==> src/rtl/priority_grant_decoder.sv <==
// rtl/priority_grant_decoder.sv - registered one-hot grant decoder with hold window and recovery gap
// Optional grant counter: define PRIORITY_GRANT_DECODER_CNT_EN to add the grant_cnt port.
module priority_grant_decoder #(
  parameter int HOLD_CYCLES = 4,
  parameter int CNT_W       = 8
) (
  input  logic       clk,
  input  logic       rst_n,
  input  logic [1:0] enc_idx,
  input  logic       enc_valid,
  output logic       enc_ready,
  input  logic       release_i,
  output logic [3:0] grant,
  output logic       grant_valid
`ifdef PRIORITY_GRANT_DECODER_CNT_EN
  ,
  output logic [CNT_W-1:0] grant_cnt
`endif
);

  typedef enum logic [1:0] {
    S_IDLE  = 2'd0,
    S_GRANT = 2'd1,
    S_GAP   = 2'd2
  } state_t;

  // Counter reload value: the first GRANT cycle is counted by the load itself.
  localparam logic [7:0] HOLD_LOAD = 8'(HOLD_CYCLES - 1);

  if (HOLD_CYCLES < 1 || HOLD_CYCLES > 255 || CNT_W < 1) begin : g_bad_params
    $error("priority_grant_decoder: HOLD_CYCLES must be 1..255 and CNT_W >= 1");
  end

  state_t     state_q;
  state_t     state_d;
  logic [1:0] idx_q;
  logic [7:0] hold_q;
  logic       accept;
  logic       grant_done;

  // enc_ready is exactly "state is IDLE", so acceptance needs only enc_valid there.
  assign accept     = (state_q == S_IDLE) && enc_valid;
  // Release and counter expiry collapse into one exit condition: no double event.
  assign grant_done = (hold_q == 8'd0) || release_i;

  // State register
  always_ff @(posedge clk or negedge rst_n) begin
    if (!rst_n) begin
      state_q <= S_IDLE;
    end else begin
      state_q <= state_d;
    end
  end

  // Next-state: accept in IDLE, hold or release in GRANT, single recovery cycle in GAP
  always_comb begin
    state_d = state_q;
    case (state_q)
      S_IDLE:  if (enc_valid) state_d = S_GRANT;
      S_GRANT: if (grant_done) state_d = S_GAP;
      S_GAP:   state_d = S_IDLE;
      default: state_d = S_IDLE;
    endcase
  end

  // Captured winner index and hold-window down-counter
  always_ff @(posedge clk or negedge rst_n) begin
    if (!rst_n) begin
      idx_q  <= 2'd0;
      hold_q <= 8'd0;
    end else if (accept) begin
      idx_q  <= enc_idx;
      hold_q <= HOLD_LOAD;
    end else if ((state_q == S_GRANT) && !grant_done) begin
      hold_q <= hold_q - 8'd1;
    end
  end

  // Outputs decode only registered state, so no input reaches an output combinationally
  always_comb begin
    enc_ready   = (state_q == S_IDLE);
    grant_valid = (state_q == S_GRANT);
    grant       = grant_valid ? (4'b0001 << idx_q) : 4'b0000;
  end

`ifdef PRIORITY_GRANT_DECODER_CNT_EN
  localparam logic [CNT_W-1:0] CNT_MAX = '1;

  // Saturating count of accepted grants, cleared only by reset
  always_ff @(posedge clk or negedge rst_n) begin
    if (!rst_n) begin
      grant_cnt <= '0;
    end else if (accept && (grant_cnt != CNT_MAX)) begin
      grant_cnt <= grant_cnt + 1'b1;
    end
  end
`endif

endmodule

==> config.mk <==
export PLATFORM = sky130hd
export DESIGN_NAME = priority_grant_decoder
export DESIGN_NICKNAME = d
export VERILOG_FILES = /design/src/rtl/priority_grant_decoder.sv
export SDC_FILE = /design/constraint.sdc
export NUM_CORES = 1
export LEC_CHECK = 0
export CORE_AREA = 2 2 39 41
export DETAILED_ROUTE_END_ITERATION = 16
export DIE_AREA = 0 0 41 43
export HOLD_SLACK_MARGIN = 0.12
export PLACE_DENSITY = 0.78
export SYNTH_ARGS = -nofsm -noshare
export SYNTH_HDL_FRONTEND = slang
export SYNTH_SLANG_ARGS = --single-unit
==> constraint.sdc <==
create_clock -name clk -period 3.3 [get_ports clk]
set_clock_uncertainty 0.15 [all_clocks]
set_input_delay 0.495 -clock clk [delete_from_list [all_inputs] [get_ports clk]]
set_output_delay 0.495 -clock clk [all_outputs]
set_load 0.05 [all_outputs]
==> metrics.cfg, run 1 <==
[detailed_routing]
drt-total-wl_um = 1320
ant_nets = 0
viasPerCell = 5.71
avgRoutedWirePerCell_um = 13.1
first_iter_violations = 9
drc = 0
firstDrtPassIters = 4
route.vias.total = 577

[floorplan]
die_w_um = 41
fp-row-count = 14
ios = 12
start_util_pct = 49.4
die_y_um = 43
core_um2 = 1380
fp.dieArea_um2 = 1760

[critical_path]
worstPathCellList = nor2b_1 > nor3b_1 > clkdlybuf4s50_1
path_max_fanout = 6
startpoint = state_q[1]
arrival_ns = 2.13
critPathLaunchType = flop
path_delay_family = buffers and inverters
slowest_stage = clkdlybuf4s50_1
required_ns = 2.65
critPathKind = flop to output port
crit_buf_inv = 1
cpPeakStageDelay_ns = 0.84
r2r_start = hold_q[0]
worst_setup_path_end_kind = output port

[pwr]
combPwrFrac_pct = 49.2
p_total_w = 0.000716
switchingPower_w = 0.000324
switching_share_pct = 45.3
p_int_w = 0.000391
p_clk_share_pct = 16.3
powerDensity_nw_per_um2 = 850
cellLeakagePower_nw = 0.426
ir_drop_v = 0.000399
p_seq_share_pct = 34.6

[cells_and_area]
area_growth_pct = 23.3
final_cells = 101
antenna_cells = 0
nets = 94
final_area_um2 = 842
final_core_util_pct = 60.8
drive_gt1_share_pct = 10.6

[cts]
clk_pin_slew_worst_paths_ns = 0.08
cts-root-buf = clkbuf_4
cts_tree = built
clock-sinks = 12
holdBufCountCts = 0
cts_resized = 0
post-cts-setup-buffer-count = 0
ctsLongestPathBuffers = 2
cts-htree-levels = 1
numCtsBuffers = 3
insertion_delay_ns = 0.27

[yosys]
yosysWarnings = 0
synth_seq_cells = 12
ys_async_sr_fraction_pct = 100
yosysTopAreaCell = dfrtp_1
avgSynthCellArea_um2 = 9.49
syn-instance-count = 72
netlist_top_cells_area = dfrtp_1 44%, mux2i_1 10%, nand2_1 7.7%
synth_ff_type = dfrtp_1
synthesis.area_um2 = 683
yosys.area.top_type_share_pct = 44.0
synth-edff-count = 0
synthDistinctLibCells = 26
seq_area_frac_synth_pct = 44.0
syn_nets = 80

[timing]
finalCriticalPeriod_ns = 2.77
finalSetupViolCount = 0
grt_setup_unrepaired = no
max_slew.worst_pin.slew_ns = 0.752
timing.final.crit_share_pct = 84.0
finalHoldViolCount = 0
fmax_mhz = 361
slew_headroom_pct = 49.8
drv_slew = 0
tns_ns = 0

[run]
max_cap_violations = 0

[status]
status = completed

[placed_design]
dp_hpwl_um = 938
portBuffers = 11
place_area_um2 = 806
dp.cells = 97
gp_congestion = 0.866

[grt]
grt_max_degree = 13
grtUsageTotal_pct = 18.1
antenna_found_initial = 0
grt_pass1_vias = 555
grt_pass1_wl_um = 2150
grt-ovfl-total = 0

[min_path]
hp-start = hold_q[4]
hold_class = flop to flop

-- state kept, by name, summed over array words and instances, names as in the netlist --
register	cells
hold_q	8
idx_q	2
state_q	2
-- final cells by class --
type	instances	area [um^2]
fillers	122	542
multi-input cells	55	364
flip-flops and latches	12	300
repair buffers	11	110
clock buffers	4	36.3
well taps	16	20.0
inverters	3	11.3
-- path summary, 6_finish.rpt --
check	endpoint	depth (start not counted)	slack, ns
max in group asynchronous	state_q[1]	1	2.23
setup reg to reg	hold_q[2]	5	1.44
hold reg to reg	hold_q[4]	1	0.40
min in group asynchronous	state_q[0]	1	0.42
setup / recovery	grant[0]	3	0.53
hold / removal	hold_q[4]	1	0.40
-- cells by family (layout without fill, tap and decap cells) --
group	after synthesis	in the layout	synth area share [%]
and+or+nand+nor	38	38	30.4
DFF	12	12	44.0
muxes	7	7	10.3
buffers and inverters	5	18	2.75
AOI/OAI and AO/OA	8	8	8.97
adders and majority gates	2	2	3.66
-- per-layer routing --
metal	up-vias	GRT usage [%]	wire [um]
met1	268	21.5	564
met3	4	1.57	93
li1	282	-	-
met4	0	13.3	23
met2	23	28.4	638
met5	-	0	0
-- synthesized netlist by cell type, types with 2 or more instances --
| cell type | instances |
|---|---|
| nor3b_1 | 3 |
| inv_1 | 3 |
| nor3_1 | 2 |
| nand3_1 | 2 |
| mux2i_1 | 7 |
| o211ai_1 | 3 |
| dfrtp_1 | 12 |
| nor2_1 | 6 |
| ha_1 | 2 |
| nor4_1 | 2 |
| clkbuf_1 | 2 |
| nand2_1 | 14 |
-- worst reg2reg max path: cells and delay by family, from the launching register on --
family | cells | cell delay (ns)
simple gates | 1 | 0.46
mux | 1 | 0.21
buf+inv | 1 | 0.11
fa+ha+maj | 1 | 0.17
compound gates | 1 | 0.24
flops | 1 | 0.45
-- power groups by stage --
stage                     Clock, W  Sequential [W]  Combinational (W)
after CTS                 0.000121        0.000245           0.000354
after detailed placement         0        0.000248           0.000353
final                     0.000116        0.000248           0.000352
after floorplan                  0        0.000234           0.000264
after global placement           0        0.000244           0.000346
after global routing      0.000128        0.000254           0.000386
-- layout by cell type (no fill, tap or decap) --
cell type         n
a21bo_2           1
nor3_1            2
or3b_2            1
mux2i_1           7
or3_1             1
ha_1              2
nand4b_1          1
clkbuf_8          1
nor4b_1           1
o21a_1            1
or3b_1            1
nand2_1          14
nor2b_1           1
a21oi_1           1
clkdlybuf4s50_1  11
nor3b_2           1
o21ai_2           1
nor3b_1           3
or4_4             1
nor4_1            2
nand3_1           2
clkbuf_4          3
nor2_1            6
o211ai_1          3
dfrtp_1          12
inv_1             3
and3_1            1
a21o_1            1
-- through the flow --
stage,hold slack (ns),setup WS (ns)
after global routing,0.445,0.431
after floorplan,0.0494,0.139
after global placement,0.381,0.941
after detailed placement,0.391,0.840
after CTS,0.402,0.522
final,0.405,0.526
Power figures use the tool's default switching activity.
==> inputs of run 2 (changes only) <==
--- a/config.mk
+++ b/config.mk
@@ -5,11 +5,10 @@
 export SDC_FILE = /design/constraint.sdc
 export NUM_CORES = 1
 export LEC_CHECK = 0
-export CORE_AREA = 2 2 39 41
+export CORE_UTILIZATION = 49
 export DETAILED_ROUTE_END_ITERATION = 16
-export DIE_AREA = 0 0 41 43
 export HOLD_SLACK_MARGIN = 0.12
-export PLACE_DENSITY = 0.78
+export PLACE_DENSITY = 0.75
 export SYNTH_ARGS = -nofsm -noshare
 export SYNTH_HDL_FRONTEND = slang
 export SYNTH_SLANG_ARGS = --single-unit
==> constraint.sdc (replaced) <==
create_clock -name clk -period 2.8 [get_ports clk]
set_clock_uncertainty 0.15 [all_clocks]
set_input_delay 0.42 -clock clk [delete_from_list [all_inputs] [get_ports clk]]
set_output_delay 0.42 -clock clk [all_outputs]
set_load 0.05 [all_outputs]
==> run 2 against run 1 <==
Against the previous run: combinational power increased by 20%; routed wire length increased by 1.3%; critical endpoint unchanged; clock-buffer cell count unchanged; critical path depth unchanged.
==> metrics.cfg, run 2 (synthesis gave the netlist of run 1 again) <==
[floorplan]
ios = 12  ; unchanged
core_um2 = 1300  ; -6.0%
die_w_um = 39.3  ; -4.0%
start_util_pct = 52.5  ; +3.1 points
fp-row-count = 13  ; -1
fp.dieArea_um2 = 1550  ; -12%
die_y_um = 39.3  ; -8.5%

[critical_path]
critPathKind = flop to output port
worst_setup_path_end_kind = output port
path_max_fanout = 6  ; unchanged
critPathLaunchType = flop
crit_cells = 3  ; unchanged
path_delay_family = buffers and inverters
crit_buf_inv = 1  ; unchanged
r2r_start = hold_q[0]
required_ns = 2.23  ; -0.42 ns
slowest_stage = clkdlybuf4s50_1
r2r_end = hold_q[3]
arrival_ns = 2.03  ; -0.10 ns
worstPathCellList = nor2b_1 > nor3b_2 > clkdlybuf4s50_1
cpPeakStageDelay_ns = 0.81  ; -0.03 ns
rrSetupSlack_ns = 0.89  ; -0.55 ns
startpoint = state_q[1]
ff2ff_path_depth = 5  ; unchanged
crit_end = grant[0]

[placed_design]
portBuffers = 11  ; unchanged
dp.cells = 97  ; unchanged
dp_slack_ns = 0.464  ; -0.375 ns
dp_hpwl_um = 986  ; +5.1%
gp_congestion = 0.854  ; -1.4%

[timing]
drv_slew = 0  ; unchanged
tns_ns = 0  ; unchanged
slew_headroom_pct = 65.4  ; +16 points
fmax_mhz = 384
timing.final.crit_share_pct = 93.0
finalSetupViolCount = 0  ; unchanged
max_slew.worst_pin.slew_ns = 0.518  ; -0.234 ns
setup_ws_ns = 0.195  ; -0.331 ns
finalCriticalPeriod_ns = 2.60
grt_setup_unrepaired = no
finalHoldViolCount = 0  ; unchanged

[cts]
cts_resized = 0  ; unchanged
ctsLongestPathBuffers = 2  ; unchanged
post-cts-setup-buffer-count = 0  ; unchanged
clock-sinks = 12  ; unchanged
cts-root-buf = clkbuf_4
insertion_delay_ns = 0.27  ; about the same
numCtsBuffers = 3  ; unchanged
cts_tree = built
clk_pin_slew_worst_paths_ns = 0.07  ; about the same
cts-htree-levels = 1  ; unchanged
holdBufCountCts = 0  ; unchanged

[detailed_routing]
first_iter_violations = 5  ; -4
ant_nets = 0  ; unchanged
route.vias.total = 569  ; -1.4%
firstDrtPassIters = 4  ; unchanged
avgRoutedWirePerCell_um = 13.2  ; +1.3%
drc = 0  ; unchanged
drt-total-wl_um = 1340  ; +1.3%
viasPerCell = 5.63  ; -1.4%

[cells_and_area]
largest_register = hold_q
reg_top3 = hold_q (8), idx_q (2), state_q (2)
largest_reg_flops = 8  ; unchanged
final_cells = 101  ; unchanged
n_fill_cell = 112  ; -8.2%
antenna_cells = 0  ; unchanged
final_core_util_pct = 65.6  ; +4.7 points
final_common_cell = nand2_1
nets = 95  ; +1.1%
final_cell_mix = 14 x nand2_1, 12 x dfrtp_1, 11 x clkdlybuf4s50_1
area_growth_pct = 24.9
drive_gt1_share_pct = 12.8  ; +2.2 points

[pwr]
ir_drop_v = 0.000425  ; +6.5%
cellLeakagePower_nw = 0.433  ; +1.7%
p_total_w = 0.000850  ; +19%
powerDensity_nw_per_um2 = 996  ; +17%

[grt]
antenna_found_initial = 0  ; unchanged
grt_max_degree = 13  ; unchanged
grtUsageTotal_pct = 20.4  ; +2.4 points
grt_pass1_wl_um = 2060  ; -4.1%
grt-ovfl-total = 0  ; unchanged
grt_pass1_vias = 495  ; -11%

[min_path]
hold_class = input pin to async pin

[run]
max_cap_violations = 0  ; unchanged

[status]
status = completed

==> run 2: cell count changes in the layout (fill, tap and decap cells not counted), sizes merged <==
cell and change:
buf +1
==> run 2: worst reg2reg max path: stages (launching register included) <==
cell and delay [ns]:
dfrtp_1 0.44, inv_1 0.11, ha_1 0.19, or3b_1 0.47
o211ai_1 0.24, mux2i_1 0.23
==> run 2: worst min path at each step <==
stage / depth (start not counted) / endpoint
floorplan: 0 / hold_q[0]
global placement: 1 / hold_q[4]
detailed placement: 1 / hold_q[4]
CTS: 1 / hold_q[1]
global route: 1 / hold_q[2]
finish: 1 / hold_q[2]
==> run 2: where the power goes <==
group	switching [W]	leakage, nW	internal (W)
logic	0.000258	0.258	0.000166
clock network	0.0000559	0.0210	0.0000791
registers	0.0000667	0.154	0.000224
total	0.000380	0.433	0.000469
==> run 2: metrics by stage <==
step / hold slack, ns / instance area (um^2)
floorplan: -0.0256 / 688
global placement: 0.386 / 817
detailed placement: 0.389 / 817
CTS: 0.353 / 853
global route: 0.375 / 853
finish: 0.337 / 853
==> run 2: layer usage <==
metal / wire (um) / GRT usage [%] / vias to the layer above
met1: 611 / 24.3 / 258
met4: 38 / 12.9 / 0
met3: 64 / 1.70 / 5
met2: 623 / 35.0 / 23
li1: - / - / 283
met5: 0 / 0 / -
==> run 2: layout make-up <==
class / instances / area, um^2 / share of cell area, %
timing repair buffer: 12 / 118 / 13.8
sequential: 12 / 300 / 35.2
tap: 15 / 18.8 / 2.20
multi-input combinational: 55 / 369 / 43.3
inverter: 3 / 11.3 / 1.32
clock buffer: 4 / 36.3 / 4.25
